## src/rtl/vga_scanout_pkg.sv

```systemverilog
// Shared VGA timing defaults (640x480@60) and the small types used by the scanout path.
package vga_scanout_pkg;

    localparam int VGA_HOR_ACTIVE      = 640;
    localparam int VGA_HOR_FRONT_PORCH = 16;
    localparam int VGA_HOR_SYNC_PULSE  = 96;
    localparam int VGA_HOR_BACK_PORCH  = 48;

    localparam int VGA_VER_ACTIVE      = 480;
    localparam int VGA_VER_FRONT_PORCH = 10;
    localparam int VGA_VER_SYNC_PULSE  = 2;
    localparam int VGA_VER_BACK_PORCH  = 33;

    // Full period of one axis: visible region plus the three blanking intervals.
    function automatic int axis_total(input int active, input int front, input int pulse,
                                      input int back);
        return active + front + pulse + back;
    endfunction

    localparam int VGA_HOR_TOTAL    = axis_total(VGA_HOR_ACTIVE, VGA_HOR_FRONT_PORCH,
                                                 VGA_HOR_SYNC_PULSE, VGA_HOR_BACK_PORCH);
    localparam int VGA_VER_TOTAL    = axis_total(VGA_VER_ACTIVE, VGA_VER_FRONT_PORCH,
                                                 VGA_VER_SYNC_PULSE, VGA_VER_BACK_PORCH);
    localparam int VGA_PIXELS_COUNT = VGA_HOR_ACTIVE * VGA_VER_ACTIVE;

    // Timing flags that travel together down the alignment pipeline; syncs are active-low.
    typedef struct packed {
        logic active;
        logic hsync;
        logic vsync;
    } sync_t;

    localparam sync_t SYNC_IDLE = '{active: 1'b0, hsync: 1'b1, vsync: 1'b1};

endpackage

```

## src/rtl/vga_scanout_sync_gen.sv

```systemverilog
// Horizontal/vertical raster counters and the undelayed (stage-0) sync and active flags.
module vga_sync_gen
    import vga_scanout_pkg::*;
#(
    parameter int HOR_ACTIVE_PIXELS = VGA_HOR_ACTIVE,
    parameter int VER_ACTIVE_PIXELS = VGA_VER_ACTIVE,
    parameter int HOR_FRONT_PORCH   = VGA_HOR_FRONT_PORCH,
    parameter int HOR_SYNC_PULSE    = VGA_HOR_SYNC_PULSE,
    parameter int HOR_BACK_PORCH    = VGA_HOR_BACK_PORCH,
    parameter int VER_FRONT_PORCH   = VGA_VER_FRONT_PORCH,
    parameter int VER_SYNC_PULSE    = VGA_VER_SYNC_PULSE,
    parameter int VER_BACK_PORCH    = VGA_VER_BACK_PORCH,
    localparam int HOR_TOTAL = axis_total(HOR_ACTIVE_PIXELS, HOR_FRONT_PORCH,
                                          HOR_SYNC_PULSE, HOR_BACK_PORCH),
    localparam int VER_TOTAL = axis_total(VER_ACTIVE_PIXELS, VER_FRONT_PORCH,
                                          VER_SYNC_PULSE, VER_BACK_PORCH),
    localparam int H_W = $clog2(HOR_TOTAL),
    localparam int V_W = $clog2(VER_TOTAL)
) (
    input  logic           clk,
    input  logic           rst,
    output logic [H_W-1:0] h,
    output logic [V_W-1:0] v,
    output sync_t          stage0
);

    localparam logic [H_W-1:0] H_LAST       = H_W'(HOR_TOTAL - 1);
    localparam logic [H_W-1:0] H_ACTIVE     = H_W'(HOR_ACTIVE_PIXELS);
    localparam logic [H_W-1:0] H_SYNC_START = H_W'(HOR_ACTIVE_PIXELS + HOR_FRONT_PORCH);
    localparam logic [H_W-1:0] H_SYNC_END   = H_W'(HOR_ACTIVE_PIXELS + HOR_FRONT_PORCH
                                                   + HOR_SYNC_PULSE);
    localparam logic [V_W-1:0] V_LAST       = V_W'(VER_TOTAL - 1);
    localparam logic [V_W-1:0] V_ACTIVE     = V_W'(VER_ACTIVE_PIXELS);
    localparam logic [V_W-1:0] V_SYNC_START = V_W'(VER_ACTIVE_PIXELS + VER_FRONT_PORCH);
    localparam logic [V_W-1:0] V_SYNC_END   = V_W'(VER_ACTIVE_PIXELS + VER_FRONT_PORCH
                                                   + VER_SYNC_PULSE);

    // Advance the raster: h every clock, v once per line, both wrapping at their totals.
    always_ff @(posedge clk) begin
        if (rst) begin
            h <= '0;
            v <= '0;
        end else if (h == H_LAST) begin
            h <= '0;
            v <= (v == V_LAST) ? '0 : v + 1'b1;
        end else begin
            h <= h + 1'b1;
        end
    end

    // Decode the current raster position into visible-area and sync-pulse flags.
    always_comb begin
        stage0        = SYNC_IDLE;
        stage0.active = (h < H_ACTIVE) && (v < V_ACTIVE);
        stage0.hsync  = !((h >= H_SYNC_START) && (h < H_SYNC_END));
        stage0.vsync  = !((v >= V_SYNC_START) && (v < V_SYNC_END));
    end

endmodule

```

## src/rtl/vga_scanout.sv

```systemverilog
// VGA scanout: walks the frame buffer linearly, requests a buffer swap once per frame,
// and aligns pixel data with the sync signals through a two-clock pipeline.
module vga_scanout
    import vga_scanout_pkg::*;
#(
    parameter int HOR_ACTIVE_PIXELS = VGA_HOR_ACTIVE,
    parameter int VER_ACTIVE_PIXELS = VGA_VER_ACTIVE,
    parameter int HOR_FRONT_PORCH   = VGA_HOR_FRONT_PORCH,
    parameter int HOR_SYNC_PULSE    = VGA_HOR_SYNC_PULSE,
    parameter int HOR_BACK_PORCH    = VGA_HOR_BACK_PORCH,
    parameter int VER_FRONT_PORCH   = VGA_VER_FRONT_PORCH,
    parameter int VER_SYNC_PULSE    = VGA_VER_SYNC_PULSE,
    parameter int VER_BACK_PORCH    = VGA_VER_BACK_PORCH,
    localparam int HOR_TOTAL    = axis_total(HOR_ACTIVE_PIXELS, HOR_FRONT_PORCH,
                                             HOR_SYNC_PULSE, HOR_BACK_PORCH),
    localparam int VER_TOTAL    = axis_total(VER_ACTIVE_PIXELS, VER_FRONT_PORCH,
                                             VER_SYNC_PULSE, VER_BACK_PORCH),
    localparam int PIXELS_COUNT = HOR_ACTIVE_PIXELS * VER_ACTIVE_PIXELS,
    localparam int ADDR_WIDTH   = $clog2(PIXELS_COUNT)
) (
    input  logic                  clk,
    input  logic                  rst,
    output logic [ADDR_WIDTH-1:0] read_addr,
    input  logic                  read_data,
    output logic                  swap,
    output logic                  hsync,
    output logic                  vsync,
    output logic                  display_enable,
    output logic                  pixel
);

    localparam int H_W = $clog2(HOR_TOTAL);
    localparam int V_W = $clog2(VER_TOTAL);

    localparam logic [H_W-1:0]        H_LAST     = H_W'(HOR_TOTAL - 1);
    localparam logic [V_W-1:0]        V_LAST     = V_W'(VER_TOTAL - 1);
    localparam logic [V_W-1:0]        V_SWAP_ARM = V_W'(VER_ACTIVE_PIXELS - 1);
    localparam logic [ADDR_WIDTH-1:0] ADDR_LAST  = ADDR_WIDTH'(PIXELS_COUNT - 1);

    logic [H_W-1:0] h;
    logic [V_W-1:0] v;
    sync_t          stage0;
    sync_t          stage1;
    logic           frame_end;

    vga_sync_gen #(
        .HOR_ACTIVE_PIXELS (HOR_ACTIVE_PIXELS),
        .VER_ACTIVE_PIXELS (VER_ACTIVE_PIXELS),
        .HOR_FRONT_PORCH   (HOR_FRONT_PORCH),
        .HOR_SYNC_PULSE    (HOR_SYNC_PULSE),
        .HOR_BACK_PORCH    (HOR_BACK_PORCH),
        .VER_FRONT_PORCH   (VER_FRONT_PORCH),
        .VER_SYNC_PULSE    (VER_SYNC_PULSE),
        .VER_BACK_PORCH    (VER_BACK_PORCH)
    ) u_sync_gen (
        .clk    (clk),
        .rst    (rst),
        .h      (h),
        .v      (v),
        .stage0 (stage0)
    );

    assign frame_end = (h == H_LAST) && (v == V_LAST);

    // Linear read address: steps once per visible pixel, parks on the last pixel
    // through vertical blanking, and rewinds so it reads 0 exactly at (0,0).
    always_ff @(posedge clk) begin
        if (rst || frame_end) begin
            read_addr <= '0;
        end else if (stage0.active && (read_addr != ADDR_LAST)) begin
            read_addr <= read_addr + 1'b1;
        end
    end

    // Swap request fires during raster (0, first blanking line), after the final visible read.
    always_ff @(posedge clk) begin
        if (rst) begin
            swap <= 1'b0;
        end else begin
            swap <= (h == H_LAST) && (v == V_SWAP_ARM);
        end
    end

    // Delay timing flags two clocks so they line up with the registered frame-buffer data.
    always_ff @(posedge clk) begin
        if (rst) begin
            stage1         <= SYNC_IDLE;
            hsync          <= 1'b1;
            vsync          <= 1'b1;
            display_enable <= 1'b0;
            pixel          <= 1'b0;
        end else begin
            stage1         <= stage0;
            hsync          <= stage1.hsync;
            vsync          <= stage1.vsync;
            display_enable <= stage1.active;
            pixel          <= read_data & stage1.active;
        end
    end

endmodule

```

## config.mk

```make
export PLATFORM = sky130hd
export DESIGN_NAME = vga_scanout
export DESIGN_NICKNAME = d
export VERILOG_FILES = /design/src/rtl/vga_scanout_pkg.sv /design/src/rtl/vga_scanout_sync_gen.sv /design/src/rtl/vga_scanout.sv
export SDC_FILE = /design/constraint.sdc
export NUM_CORES = 1
export LEC_CHECK = 0
export CORE_ASPECT_RATIO = 0.5
export CORE_UTILIZATION = 54
export DETAILED_ROUTE_END_ITERATION = 7
export PLACE_DENSITY = 0.77
export RECOVER_POWER = 50
export SYNTH_ARGS = -nofsm -noshare
export SYNTH_HDL_FRONTEND = slang
export SYNTH_SLANG_ARGS = --single-unit
export TNS_END_PERCENT = 50
```

## constraint.sdc

```tcl
create_clock -name clk -period 2.3 [get_ports clk]
set_clock_uncertainty 0.05 [all_clocks]
set_input_delay 0.46 -clock clk [delete_from_list [all_inputs] [get_ports clk]]
set_output_delay 0.46 -clock clk [all_outputs]
set_load 0.02 [all_outputs]
```

==> results of run 1 <==
-- cell families (layout without fill, tap and decap cells) --
| group | count (synthesis) | count (layout) | synth area share, % |
|---|---|---|---|
| AND/OR/NAND/NOR | 117 | 117 | 30.79 |
| flip-flops | 47 | 47 | 44.18 |
| AO/OA/AOI/OAI | 28 | 28 | 8.402 |
| XOR/XNOR | 25 | 25 | 10.28 |
| buffers and inverters | 15 | 47 | 2.937 |
| adder cells (fa/ha/maj) | 5 | 5 | 2.938 |
| multiplexers | 1 | 1 | 0.4701 |
-- synthesized netlist by cell type --
| cell type | instances | area (sq um) |
|---|---|---|
| mux2i_1 | 1 | 10.01 |
| a21o_1 | 1 | 7.510 |
| or4_1 | 5 | 37.54 |
| and2_1 | 3 | 18.77 |
| and4_1 | 5 | 43.79 |
| buf_1 | 1 | 3.750 |
| nand4_1 | 8 | 50.05 |
| nor2b_1 | 1 | 6.260 |
| nand4bb_1 | 1 | 11.26 |
| xor2_1 | 14 | 122.6 |
| nand2b_1 | 1 | 6.260 |
| nand4_2 | 1 | 12.51 |
| and4b_1 | 1 | 10.01 |
| or2_1 | 1 | 6.260 |
| o21ai_0 | 5 | 25.02 |
| o31ai_1 | 4 | 30.03 |
| a21oi_1 | 12 | 60.06 |
| buf_2 | 5 | 25.02 |
| inv_1 | 8 | 30.03 |
| nor4bb_1 | 2 | 20.02 |
| ha_1 | 5 | 62.56 |
| nor3_1 | 11 | 55.05 |
| nor2_1 | 28 | 105.1 |
| o21ai_1 | 1 | 5.000 |
| dfxtp_1 | 47 | 940.9 |
| xnor2_1 | 11 | 96.34 |
| o2111ai_1 | 1 | 8.760 |
| clkbuf_1 | 1 | 3.750 |
| a211oi_1 | 1 | 7.510 |
| nand2_1 | 14 | 52.55 |
| nor4b_1 | 1 | 8.760 |
| nor4_4 | 1 | 21.27 |
| a22oi_1 | 1 | 7.510 |
| nand3_1 | 16 | 80.08 |
| nor4_1 | 1 | 6.260 |
| or2_2 | 3 | 18.77 |
| o21bai_4 | 1 | 18.77 |
| nor3b_1 | 1 | 7.510 |
| or3_1 | 5 | 31.28 |
| a41oi_1 | 1 | 8.760 |
| nand4b_1 | 1 | 8.760 |
| and3_1 | 6 | 37.54 |
-- worst reg2reg max path, cell delays in order, from the launching register on --
cell and delay [ns]:
dfxtp_1 0.36, ha_1 0.25, and3_1 0.20, and3_1 0.25, a21o_1 0.34, or4_1 0.51, a21oi_1 0.15
-- metal layers --
| layer | vias to the layer above | GRT usage [%] | wire (um) |
|---|---|---|---|
| met1 | 850 | 29.57 | 2122 |
| met4 | 0 | 8.889 | 62 |
| met3 | 9 | 5.446 | 153 |
| met5 | - | 0 | 0 |
| li1 | 904 | - | - |
| met2 | 29 | 36.52 | 1949 |
-- power by group --
part	total, mW	internal (mW)	switching, mW
registers	0.837	0.825	0.0125
logic	0.0625	0.0280	0.0344
clock network	0.503	0.212	0.292
-- stage by stage --
step                      setup slack (ns)  cells  power, mW
after floorplan                     0.2756    238     0.8927
after detailed placement            0.1552    313     0.9228
final                               0.1307    321      1.403
after global routing              0.004044    321      1.447
after CTS                           0.1345    321      1.408
after global placement              0.2335    313     0.9196
-- state kept, by name, indices dropped and copies added (netlist names) --
signal and flops:
swap 1, u_sync_gen.v 10, hsync 1, pixel 1
u_sync_gen.h 10, vsync 1, display_enable 1, stage1 3
read_addr 19
-- layout make-up --
class,instances,area share (%)
Clock buffer,5,2.692
Clock inverter,3,0.7832
Inverter,8,1.175
Multi-Input combinational cell,176,44.05
Sequential cell,47,36.81
Tap cell,51,2.496
Timing Repair Buffer,31,11.99
-- worst paths after layout --
path	startpoint	to	slack, ns
worst max-delay path	read_addr[0]	read_addr[9]	0.13
worst min-delay path	stage1[1]	hsync	0.37
worst min register to register	stage1[1]	hsync	0.37
worst max register to register	read_addr[0]	read_addr[9]	0.13
==> impl_metrics.toml, run 1 <==
[outcome]
outcome = "finished clean"

[die]
die_h_um = 46.41
placementRows = 15
die_x_um = 90.81
fp.coreArea_sq_um = 3603
start_util_pct = 59.10
design.die.area_sq_um = 4214
io_pins = 27

[setup_path]
cp.required_ns = 2.49
startpoint_type = "flip-flop"
cp_common_cell = "and3_1"
worstSetupPathType = "reg -> reg"
cp_num_cells = 6
path_cells = "ha_1 -> and3_1 -> and3_1 -> a21o_1 -> or4_1 -> a21oi_1"
max_stage_delay_ns = 0.51
critPathBufInv = 0
worstPathArrival_ns = 2.36
ff2ff_path_depth = 6
critPathMaxFanout = 16
slowest_stage = "or4_1"
end_kind = "flip-flop"
crit_family = "simple AND/OR/NAND/NOR gates"

[layout]
finalInstanceArea_sq_um = 2556
area_growth_syn_to_layout_pct = 20.04
regArea_sq_um = 940.9
layout_commonest_cell = "dfxtp_1"
post-route-util_pct = 70.94
drive_above_1_share_pct = 6.667
design.final.nets = 277
n_fill_cell = 305
multi_input_area_sq_um = 1126
antennaDiodeCount = 0
layout_common_cells = "dfxtp_1 (47), nor2_1 (28), dlygate4sd3_1 (19)"

[sta]
setup_viol = 0
rsz0062_at_grt = "false"
fmax_mhz = 461.0
slew_viol_final = 0
finalCritPeriodShare_pct = 94.32
max_slew_margin_pct = 68.26
setup_tns_ns = 0
fin_crit_ns = 2.169
worst_pin_slew_ns = 0.4761
holdWs_ns = 0.3692
hold_viol = 0

[cts]
htreeDepth = 2
holdBufCountCts = 0
root_buffer = "clkbuf_8"
clk_latency_ns = 0.31
clock_path_buffers = 2
cts-buffers-inserted = 5
cts_resized = 0
cts_num_sinks = 47
cts_tree = "built"
post_cts_buffers = 0
clk_pin_slew_ns = 0.09

[route]
wire_per_inst_um = 13.36
remaining_drc_errors = 0
wirelength_um = 4287
drtAntennaViolNets = 0
vias_per_cell = 5.583
first_pass_iters = 4
vias = 1792
drtIter0Drc = 34

[global_route]
grt-ovfl-total = 0
grt_pass1_vias = 1577
track_usage_pct = 22.40
antenna_found_initial = 0
grt_max_degree = 28
grt_first_pass_wirelength_um = 7148

[worst_hold_path]
hold_path_class = "reg -> reg"
holdPathStages = 1

[place]
dpl_cell_area_sq_um = 2471
dp_hpwl_um = 3010
port_buffers = 26
gp_congestion = 0.8305

[synth]
synth_cells = 238
syn_area_per_cell_sq_um = 8.948
ys_ff_latch = 47
syn_nets = 246
ys_types = 42
synth_area_sq_um = 2130
ys_seq_area_share_pct = 44.18
yosysWarnings = 0

[pwr]
ir_worst_vdd_v = 0.0004339
power.density_nw_per_um2 = 548.9
p_leak_nw = 0.9112

[job]
maxCapViolCount = 0
No activity file was read; power rests on OpenSTA's default activity.
==> run 2: changes to the inputs <==
--- a/config.mk
+++ b/config.mk
@@ -7,9 +7,11 @@
 export LEC_CHECK = 0
 export CORE_ASPECT_RATIO = 0.5
 export CORE_UTILIZATION = 54
+export CTS_CLUSTER_SIZE = 16
 export DETAILED_ROUTE_END_ITERATION = 7
 export PLACE_DENSITY = 0.77
 export RECOVER_POWER = 50
+export SLEW_MARGIN = 30
 export SYNTH_ARGS = -nofsm -noshare
 export SYNTH_HDL_FRONTEND = slang
 export SYNTH_SLANG_ARGS = --single-unit
==> results of run 2 <==
No change in the layout: final DEF, timing and power equal those of run 1.
